**src/rtl/pe_psum_acc_pkg.sv**
```systemverilog
// Shared widths and types for the PE partial-sum accumulator and its fold datapath.
package pe_psum_acc_pkg;

    localparam int unsigned AU_OD_WD   = 12;
    localparam int unsigned PSUM_WD    = 16;
    localparam int unsigned ACC_CNT_WD = 8;

    typedef enum logic {
        ACC = 1'b0,
        OUT = 1'b1
    } acc_st_e;

    typedef logic signed [PSUM_WD-1:0] psum_t;

endpackage

```
**src/rtl/psum_sat_fold.sv**
```systemverilog
// Combinational saturating fold: sat(sat(acc <<< shamt) + sext(in_sum)).
module psum_sat_fold #(
    parameter int unsigned IWd    = 12,
    parameter int unsigned PsumWd = 16
) (
    input  logic signed [PsumWd-1:0] acc,
    input  logic        [1:0]        shamt,
    input  logic signed [IWd-1:0]    in_sum,
    output logic signed [PsumWd-1:0] res
);

    // Headroom for a 3-bit left shift plus one carry from the add.
    localparam int unsigned W = ((PsumWd > IWd) ? PsumWd : IWd) + 4;

    function automatic logic signed [PsumWd-1:0] sat(input logic signed [W-1:0] v);
        if (v[W-1:PsumWd-1] == {(W-PsumWd+1){v[W-1]}})
            return v[PsumWd-1:0];
        else if (v[W-1])
            return {1'b1, {(PsumWd-1){1'b0}}};
        else
            return {1'b0, {(PsumWd-1){1'b1}}};
    endfunction

    logic signed [W-1:0] acc_w;
    logic signed [W-1:0] shl_w;
    logic signed [W-1:0] base_w;
    logic signed [W-1:0] sum_w;

    always_comb begin
        acc_w  = W'(acc);
        shl_w  = acc_w <<< shamt;
        base_w = W'(sat(shl_w));
        sum_w  = W'(in_sum);
        res    = sat(base_w + sum_w);
    end

endmodule

```
**src/rtl/pe_psum_acc.sv**
```systemverilog
// Partial-sum accumulator: folds (accnum+1) unit sums per psum and hands the result out on rdy/ack/zero.
module pe_psum_acc
    import pe_psum_acc_pkg::*;
#(
    parameter int unsigned IWd    = AU_OD_WD,
    parameter int unsigned PsumWd = PSUM_WD,
    parameter int unsigned CntWd  = ACC_CNT_WD
) (
    input  logic                     i_clk,
    input  logic                     i_rstn,
    input  logic                     i_cont_reset,
    input  logic                     i_cont_stall,
    input  logic        [CntWd-1:0]  i_cont_accnum,
    input  logic        [1:0]        i_cont_shamt,
    input  logic signed [IWd-1:0]    i_sum,
    input  logic                     sum_rdy,
    input  logic                     sum_zero,
    output logic                     sum_ack,
    output logic signed [PsumWd-1:0] o_psum,
    output logic                     psum_rdy,
    output logic                     psum_zero,
    input  logic                     psum_ack
);

    acc_st_e                  state;
    logic [CntWd-1:0]         cnt;
    logic [CntWd-1:0]         accnum_l;
    logic [CntWd-1:0]         accnum_eff;
    logic [1:0]               shamt_l;
    logic [1:0]               shamt_eff;
    logic signed [PsumWd-1:0] acc;
    logic signed [PsumWd-1:0] acc_base;
    logic signed [PsumWd-1:0] acc_next;
    logic                     zacc;
    logic                     zero_next;
    logic                     first;
    logic                     last;

    // The first sum of a psum uses the live config so the latch costs no cycle.
    always_comb begin
        first      = (cnt == '0);
        accnum_eff = first ? i_cont_accnum : accnum_l;
        shamt_eff  = first ? i_cont_shamt : shamt_l;
        acc_base   = first ? '0 : acc;
        zero_next  = (first | zacc) & sum_zero;
        last       = (cnt == accnum_eff);
    end

    assign sum_ack = i_cont_stall & sum_rdy & ((state == ACC) | psum_ack);

    psum_sat_fold #(
        .IWd    (IWd),
        .PsumWd (PsumWd)
    ) u_fold (
        .acc    (acc_base),
        .shamt  (shamt_eff),
        .in_sum (i_sum),
        .res    (acc_next)
    );

    // NOTE: sequential state uses non-blocking assignments only; a later
    // assignment in the same block overrides an earlier one, which is how a
    // same-cycle last sum keeps psum_rdy high over the ack release below.
    always_ff @(posedge i_clk or negedge i_rstn) begin
        if (!i_rstn) begin
            state     <= ACC;
            cnt       <= '0;
            accnum_l  <= '0;
            shamt_l   <= '0;
            acc       <= '0;
            zacc      <= 1'b1;
            o_psum    <= '0;
            psum_rdy  <= 1'b0;
            psum_zero <= 1'b1;
        end else if (i_cont_reset) begin
            state     <= ACC;
            cnt       <= '0;
            accnum_l  <= '0;
            shamt_l   <= '0;
            acc       <= '0;
            zacc      <= 1'b1;
            o_psum    <= '0;
            psum_rdy  <= 1'b0;
            psum_zero <= 1'b1;
        end else if (i_cont_stall) begin
            if ((state == OUT) && psum_ack) begin
                psum_rdy <= 1'b0;
                state    <= ACC;
            end
            if (sum_ack) begin
                if (first) begin
                    accnum_l <= i_cont_accnum;
                    shamt_l  <= i_cont_shamt;
                end
                if (last) begin
                    o_psum    <= acc_next;
                    psum_zero <= zero_next;
                    psum_rdy  <= 1'b1;
                    cnt       <= '0;
                    state     <= OUT;
                end else begin
                    cnt  <= cnt + CntWd'(1);
                    acc  <= acc_next;
                    zacc <= zero_next;
                end
            end
        end
    end

endmodule

```
**config.mk**
```make
export PLATFORM = sky130hd
export DESIGN_NAME = pe_psum_acc
export DESIGN_NICKNAME = d
export VERILOG_FILES = /design/src/rtl/pe_psum_acc_pkg.sv /design/src/rtl/psum_sat_fold.sv /design/src/rtl/pe_psum_acc.sv
export SDC_FILE = /design/constraint.sdc
export NUM_CORES = 1
export LEC_CHECK = 0
export ABC_CLOCK_PERIOD_IN_PS = 12500
export BUFFER_PORTS_ARGS = -buffer_cell sky130_fd_sc_hd__buf_2
export CAP_MARGIN = 0
export CORE_UTILIZATION = 45
export CTS_CLUSTER_SIZE = 12
export DETAILED_ROUTE_END_ITERATION = 8
export PLACE_DENSITY_LB_ADDON = 0.05
export SLEW_MARGIN = 30
export SYNTH_ARGS = -nofsm -noshare
export SYNTH_HDL_FRONTEND = slang
export SYNTH_HIERARCHICAL = 1
export SYNTH_SLANG_ARGS = --single-unit
```
**constraint.sdc**
```tcl
create_clock -name i_clk -period 12.5 [get_ports i_clk]
set_input_delay 0.625 -clock i_clk [delete_from_list [all_inputs] [get_ports i_clk]]
set_output_delay 0.625 -clock i_clk [all_outputs]
set_load 0.01 [all_outputs]
```
== Word-level counts from Yosys, hierarchy flattened ==
Index checks and enable logic that the tools add are counted.
Operators by class
  add/sub/neg operators: 2
  equality and inequality tests: 4
  shift-type cells: 1
  bitwise operators: 6
  reductions and logical operators: 8
  mux-type cells: 43
Operators by type and width (count)
  $mux 16: 13
  $mux 8: 8
  $sshl 16x2->20: 1
  $mux 1: 18
  $add 16x12->17: 1
  $add 8x1->8 const B: 1
  $eq 4x4->1: 2
  $eq 8x8->1: 1
  $logic_not 8->1: 1
  $mux 2: 4
  $reduce_and 3->1: 2
  $reduce_bool 2->1: 3
  $and 1x1->1: 3
  $ne 2x2->1 const B: 1
  $or 1x1->1: 2
  $reduce_and 2->1: 1
  $logic_and 1x1->1: 1
  $not 1->1: 1
Storage, ports and cells
  word-level logic and storage cells: 73
  input port bits: 29
  output and inout bits: 19
  register bits: 54

== Depth between registers and ports, before layout ==
  word-level depth: 12
  gate-level depth with buffers: 23
  mapped depth without buffers: 19

== Cells and area by module ==
Netlist, hierarchy kept.
By module, submodules not included
  pe_psum_acc: area an instance 3173.0 um^2, instances 1, cells an instance 364, seq. area each 1353.8 um^2
  psum_sat_fold: area an instance 1482.7 um^2, instances 1, cells an instance 199, seq. area each 0.0 um^2

== Worst setup path before layout ==
OpenSTA, ideal clock, no wires.
  kind: register to register
  from: register cnt[0]
  to: register acc[4]
  slack: 7.812 ns
  clock period less this slack: 4.688 ns
  arrival: 4.552 ns
  data required time: 12.364 ns
  setup time: 0.136 ns
  stages on the path, launching flop included: 23
  cells stage by stage: dfrtp_1 > inv_1 > ha_1 > nor4b_4 > nand2_2 > clkbuf_1 > mux2_2 > buf_2 > inv_1 > clkbuf_1 > a22o_1 > a31oi_1 > clkbuf_1 > o21ai_0 > ha_1 > buf_4 > a21oi_1 > o21ai_0 > a211oi_1 > a211oi_4 > maj3_1 > o211ai_1 > a21oi_1
On the way
  word-level cells in the longest chain between the ends: 12
  elaborated cells on any way between the ends: 19
  those cells by class: 1 x add/sub; 4 x eq/ne; 1 x shift; 11 x mux; 2 x reduce/logical
Ends and longest elaborated chain
  from (decl): RTL line pe_psum_acc.sv:26  | logic [CntWd-1:0] cnt;
  from (signal assigned): RTL line pe_psum_acc.sv:102  | cnt <= cnt + CntWd'(1);
  $logic_not 8->1 *: RTL line pe_psum_acc.sv:41  | first = (cnt == '0);
  $mux 2 *
  via shamt_eff[0]: RTL line pe_psum_acc.sv:30  | logic [1:0] shamt_eff;
  $sshl 16x2->20 *: RTL line psum_sat_fold.sv:31  | shl_w = acc_w <<< shamt;
  $eq 4x4->1 or $mux 16 (tied branches): RTL line psum_sat_fold.sv:16, psum_sat_fold.sv:18
  $mux 16 *: RTL line psum_sat_fold.sv:16  | if (v[W-1:PsumWd-1] == {(W-PsumWd+1){v[W-1]}})
  $add 16x12->17 *: RTL line psum_sat_fold.sv:34  | res = sat(base_w + sum_w);
  $eq 4x4->1 or $mux 16 (tied branches): RTL line psum_sat_fold.sv:16, psum_sat_fold.sv:18
  $mux 16 *: RTL line psum_sat_fold.sv:16
  via acc_next[4]: RTL line pe_psum_acc.sv:33  | logic signed [PsumWd-1:0] acc_next;
  $mux 16 *: RTL line pe_psum_acc.sv:95  | if (last) begin
  $mux 16 *: RTL line pe_psum_acc.sv:90  | if (sum_ack) begin
  $mux 16 *: RTL line pe_psum_acc.sv:85  | end else if (i_cont_stall) begin
  $mux 16 *: RTL line pe_psum_acc.sv:75  | end else if (i_cont_reset) begin
  to (signal assigned): RTL line pe_psum_acc.sv:103  | acc <= acc_next;
  to (decl): RTL line pe_psum_acc.sv:31  | logic signed [PsumWd-1:0] acc;
The timed path passes the listed nets; every way through them passes the cells marked *. The select of a mux whose other input is x is not followed.
A chain may end at the register's enable or synchronous reset.

== Final worst setup path ==
  from: register cnt[0]
  to: register o_psum[5]
On the way
  word-level cells in the longest chain between the ends: 12
  elaborated cells on any way between the ends: 19
  those cells by class: 1 x add/sub; 3 x eq/ne; 1 x shift; 11 x mux; 3 x reduce/logical
Ends and longest elaborated chain
  $logic_not 8->1 *: RTL line pe_psum_acc.sv:41
  $mux 2 *
  via shamt_eff[0]: RTL line pe_psum_acc.sv:30
  $sshl 16x2->20 *: RTL line psum_sat_fold.sv:31
  $eq 4x4->1 or $mux 16 (tied branches): RTL line psum_sat_fold.sv:16, psum_sat_fold.sv:18
  $mux 16 *: RTL line psum_sat_fold.sv:16
  $add 16x12->17 *: RTL line psum_sat_fold.sv:34
  $eq 4x4->1 or $mux 16 (tied branches): RTL line psum_sat_fold.sv:16, psum_sat_fold.sv:18
  $mux 16 *: RTL line psum_sat_fold.sv:16
  via acc_next[5]: RTL line pe_psum_acc.sv:33
  $mux 16 *: RTL line pe_psum_acc.sv:95
  $mux 16 *: RTL line pe_psum_acc.sv:90
  $mux 16 *: RTL line pe_psum_acc.sv:85
  $mux 16 *: RTL line pe_psum_acc.sv:75
  to (signal assigned): RTL line pe_psum_acc.sv:96  | o_psum <= acc_next;
  to (decl): RTL line pe_psum_acc.sv:19  | output logic signed [PsumWd-1:0] o_psum,
Marked as above.

==> run metrics <==
share of cells above drive strength 1=16.8%; First-pass DRT Iterations=7; largest net degree at the start of global routing=58; initial antenna violation count=0; #FFs+latches synth=54; final setup skew=0.0135 ns; core area=0.00991 mm²; Netlist cell types=69; # hold bufs at CTS=0; via count=4,399; first-pass GRT wire length=22,300 µm; CTS Buf Count=5; synthesized netlist cell count=563; Worst Hold Class=in -> async; outcome=completed; CP Launch Type=register; GRT overflow=0; ANT cells=0; Yosys Warn Count=6; FFs w/ async S/R, synth=100%; Seq/Total Area, Yosys=29.1%; port buffer count=47; vias in the first global route=4,178; Primary FF master, synth=dfrtp_1; H-tree levels=2; Initial Util=47.0%; row cnt=36; DR iter-0 viols=352; nets=623; Clock Sinks=54; most frequent cells in the layout=a21oi_1 (80), dfrtp_1 (52), buf_2 (46), nand2_1 (31), nor2_1 (31); clock root buffer=clkbuf_8; Post-Place Cells=701; syn nets=611; WL final=13,800 µm; Peak supply drop=0.0721 mV; post-route ant nets=0; worst slew pin tran=0.923 ns; Lkg Pwr=0.00210 µW; Syn-to-layout area delta=7.98%; WS Path Type=reg -> reg; GRT Overall Usage=25.8%; CP max FO=23; WL/cell=19.5 µm; CP endpoint kind=register; CP required=12.74 ns; Die Footprint=0.0108 mm²; final hold vios=0; Max clock buf depth=2; Avg Cell Area, Syn=8.27 µm²; max-cap viol count=0; Max Slew Vio Count=0; flop2flop setup slack=6.87 ns; RSZ-0062 raised after global routing=false; Final Wtd Congestion=0.889; TritonCTS clock tree=built; FF-to-FF path depth=19; final-report setup violation count=0; max frequency=178 MHz; number of remaining DRC errors=0; DP HPWL=9800 µm; final setup TNS=0 ns; via/cell ratio=6.20; clock latency on the worst-skew pair=0.32 ns; pwr dens=91.7 mW/mm²; Post-synth EDFFs=0; WP data arrival=5.88 ns; Die W=104 µm; Final Cycle Share=45.1%; io pins=48; most common cell after layout, fill and taps aside=a21oi_1; Slew HR=38.3%; clock slew at reported path FFs=0.10 ns; Post-CTS Resized=0; Layout Cells excl Fill=709; Die H=104 µm; hold slack=0.437 ns; end of the critical path=o_psum[5]$_DFFE_PN0P_; fin crit period=5.63 ns; reg-to-reg startpoint=cnt[0]$_DFFE_PN0P_; Worst R2R End=o_psum[5]$_DFFE_PN0P_; total power=461 µW; Synth Cell Area=0.00466 mm²; Post CTS Setup Buffer Count=0; CP startpoint=cnt[0]$_DFFE_PN0P_
-- routing by layer --
metal | routed length, µm | track usage, % | vias to the layer above
li1 | - | - | 2107
met1 | 6350 | 36.0 | 2148
met2 | 6640 | 41.4 | 117
met3 | 459 | 2.39 | 27
met4 | 401 | 10.2 | 0
met5 | 0 | 0 | -
-- how the worst min path moves through the flow --
stage	from	to	depth (start not counted)
2_1_floorplan	i_rstn	acc[0]$_DFFE_PN0P_	0
3_3_place_gp	accnum_l[7]$_DFFE_PN0P_	accnum_l[7]$_DFFE_PN0P_	2
3_5_place_dp	accnum_l[2]$_DFFE_PN0P_	accnum_l[2]$_DFFE_PN0P_	2
4_1_cts	i_rstn	acc[9]$_DFFE_PN0P_	2
5_1_grt	i_rstn	accnum_l[3]$_DFFE_PN0P_	2
6_report	i_rstn	accnum_l[6]$_DFFE_PN0P_	2
-- where the power goes --
group	internal [µW]	total, µW	switching, µW
Sequential	182	188	6.27
Combinational	50.6	153	103
Clock	59.1	120	60.9
Total	291	461	170
-- cell type report --
type                    instances  area (µm²)
inverters                      24        90.1
fillers                      1008        4880
repair buffers                 55         298
multi-input cells             435        3010
clock buffers                   5        68.8
well taps                     133         166
flip-flops and latches         54        1350
clock inverters                 3        40.0
-- through the flow --
stage / area [µm²] / utilization (%) / setup slack, ns
global route: 5030 / 50.7 / 6.36
CTS: 5030 / 50.7 / 6.92
global placement: 4910 / 49.5 / 6.74
detailed placement: 4920 / 49.6 / 6.96
floorplan: 4660 / - / 7.81
finish: 5030 / 50.7 / 6.87
-- worst max-delay path, cell delays in order, from the launching register on --
cell and delay [ns]:
dfrtp_1 0.46, inv_1 0.15, ha_1 0.16, nor4b_4 0.22, nand2_2 0.28, mux2_2 0.54
inv_1 0.24, o21ai_0 0.22, nand2_1 0.09, a31oi_2 0.59, o21ai_0 0.21, ha_1 0.45
and4_1 0.29, and3_4 0.24, nand4_4 0.12, a32oi_4 0.51, nand2_4 0.15, a21oi_1 0.27
nand4_1 0.16, a21oi_1 0.18
-- registers in the layout, summed over array words and instances, names as in the netlist --
| register | count |
|---|---|
| acc | 16 |
| o_psum | 16 |
| accnum_l | 8 |
| cnt | 8 |
| shamt_l | 2 |
| psum_rdy | 1 |
| psum_zero | 1 |
| state | 1 |
| zacc | 1 |
-- synthesized netlist by cell type, types with 3 or more instances --
cell      instances  share of area [%]
a21oi_1          81                8.7
dfrtp_1          52                 28
clkbuf_1         36                2.9
nand2_1          31                2.5
nor2_1           31                2.5
nand3_1          25                2.7
o211ai_1         25                4.0
inv_1            23                1.9
o31ai_1          21                3.4
o21ai_0          20                2.2
ha_1             18                4.8
nand4_1          18                2.4
a22oi_1          17                2.7
and2_1           17                2.3
mux2i_1          15                3.2
nor2b_1          11                1.5
nor3_1            9               0.97
xor2_1            8                1.5
buf_2             7               0.75
mux2_2            6                1.5
o22ai_1           6               0.81
xnor2_1           6                1.1
a21o_1            5               0.81
maj3_1            5                1.1
mux4_2            5                2.4
a211oi_1          4               0.65
o21ai_1           4               0.43
a31oi_1           3               0.40
buf_4             3               0.48
-- logic make-up (layout without fill, tap and decap cells) --
logic type / Yosys count / in the layout / synth area share (%)
AOI/OAI and AO/OA: 210 / 210 / 29.6
DFF: 54 / 54 / 29.1
buffers and inverters: 74 / 87 / 6.64
xor gates and xnor gates: 14 / 14 / 2.63
adders and majority gates: 24 / 24 / 6.34
and+or+nand+nor: 161 / 161 / 18.6
muxes: 26 / 26 / 7.09
(Power assumes the default switching activity.)
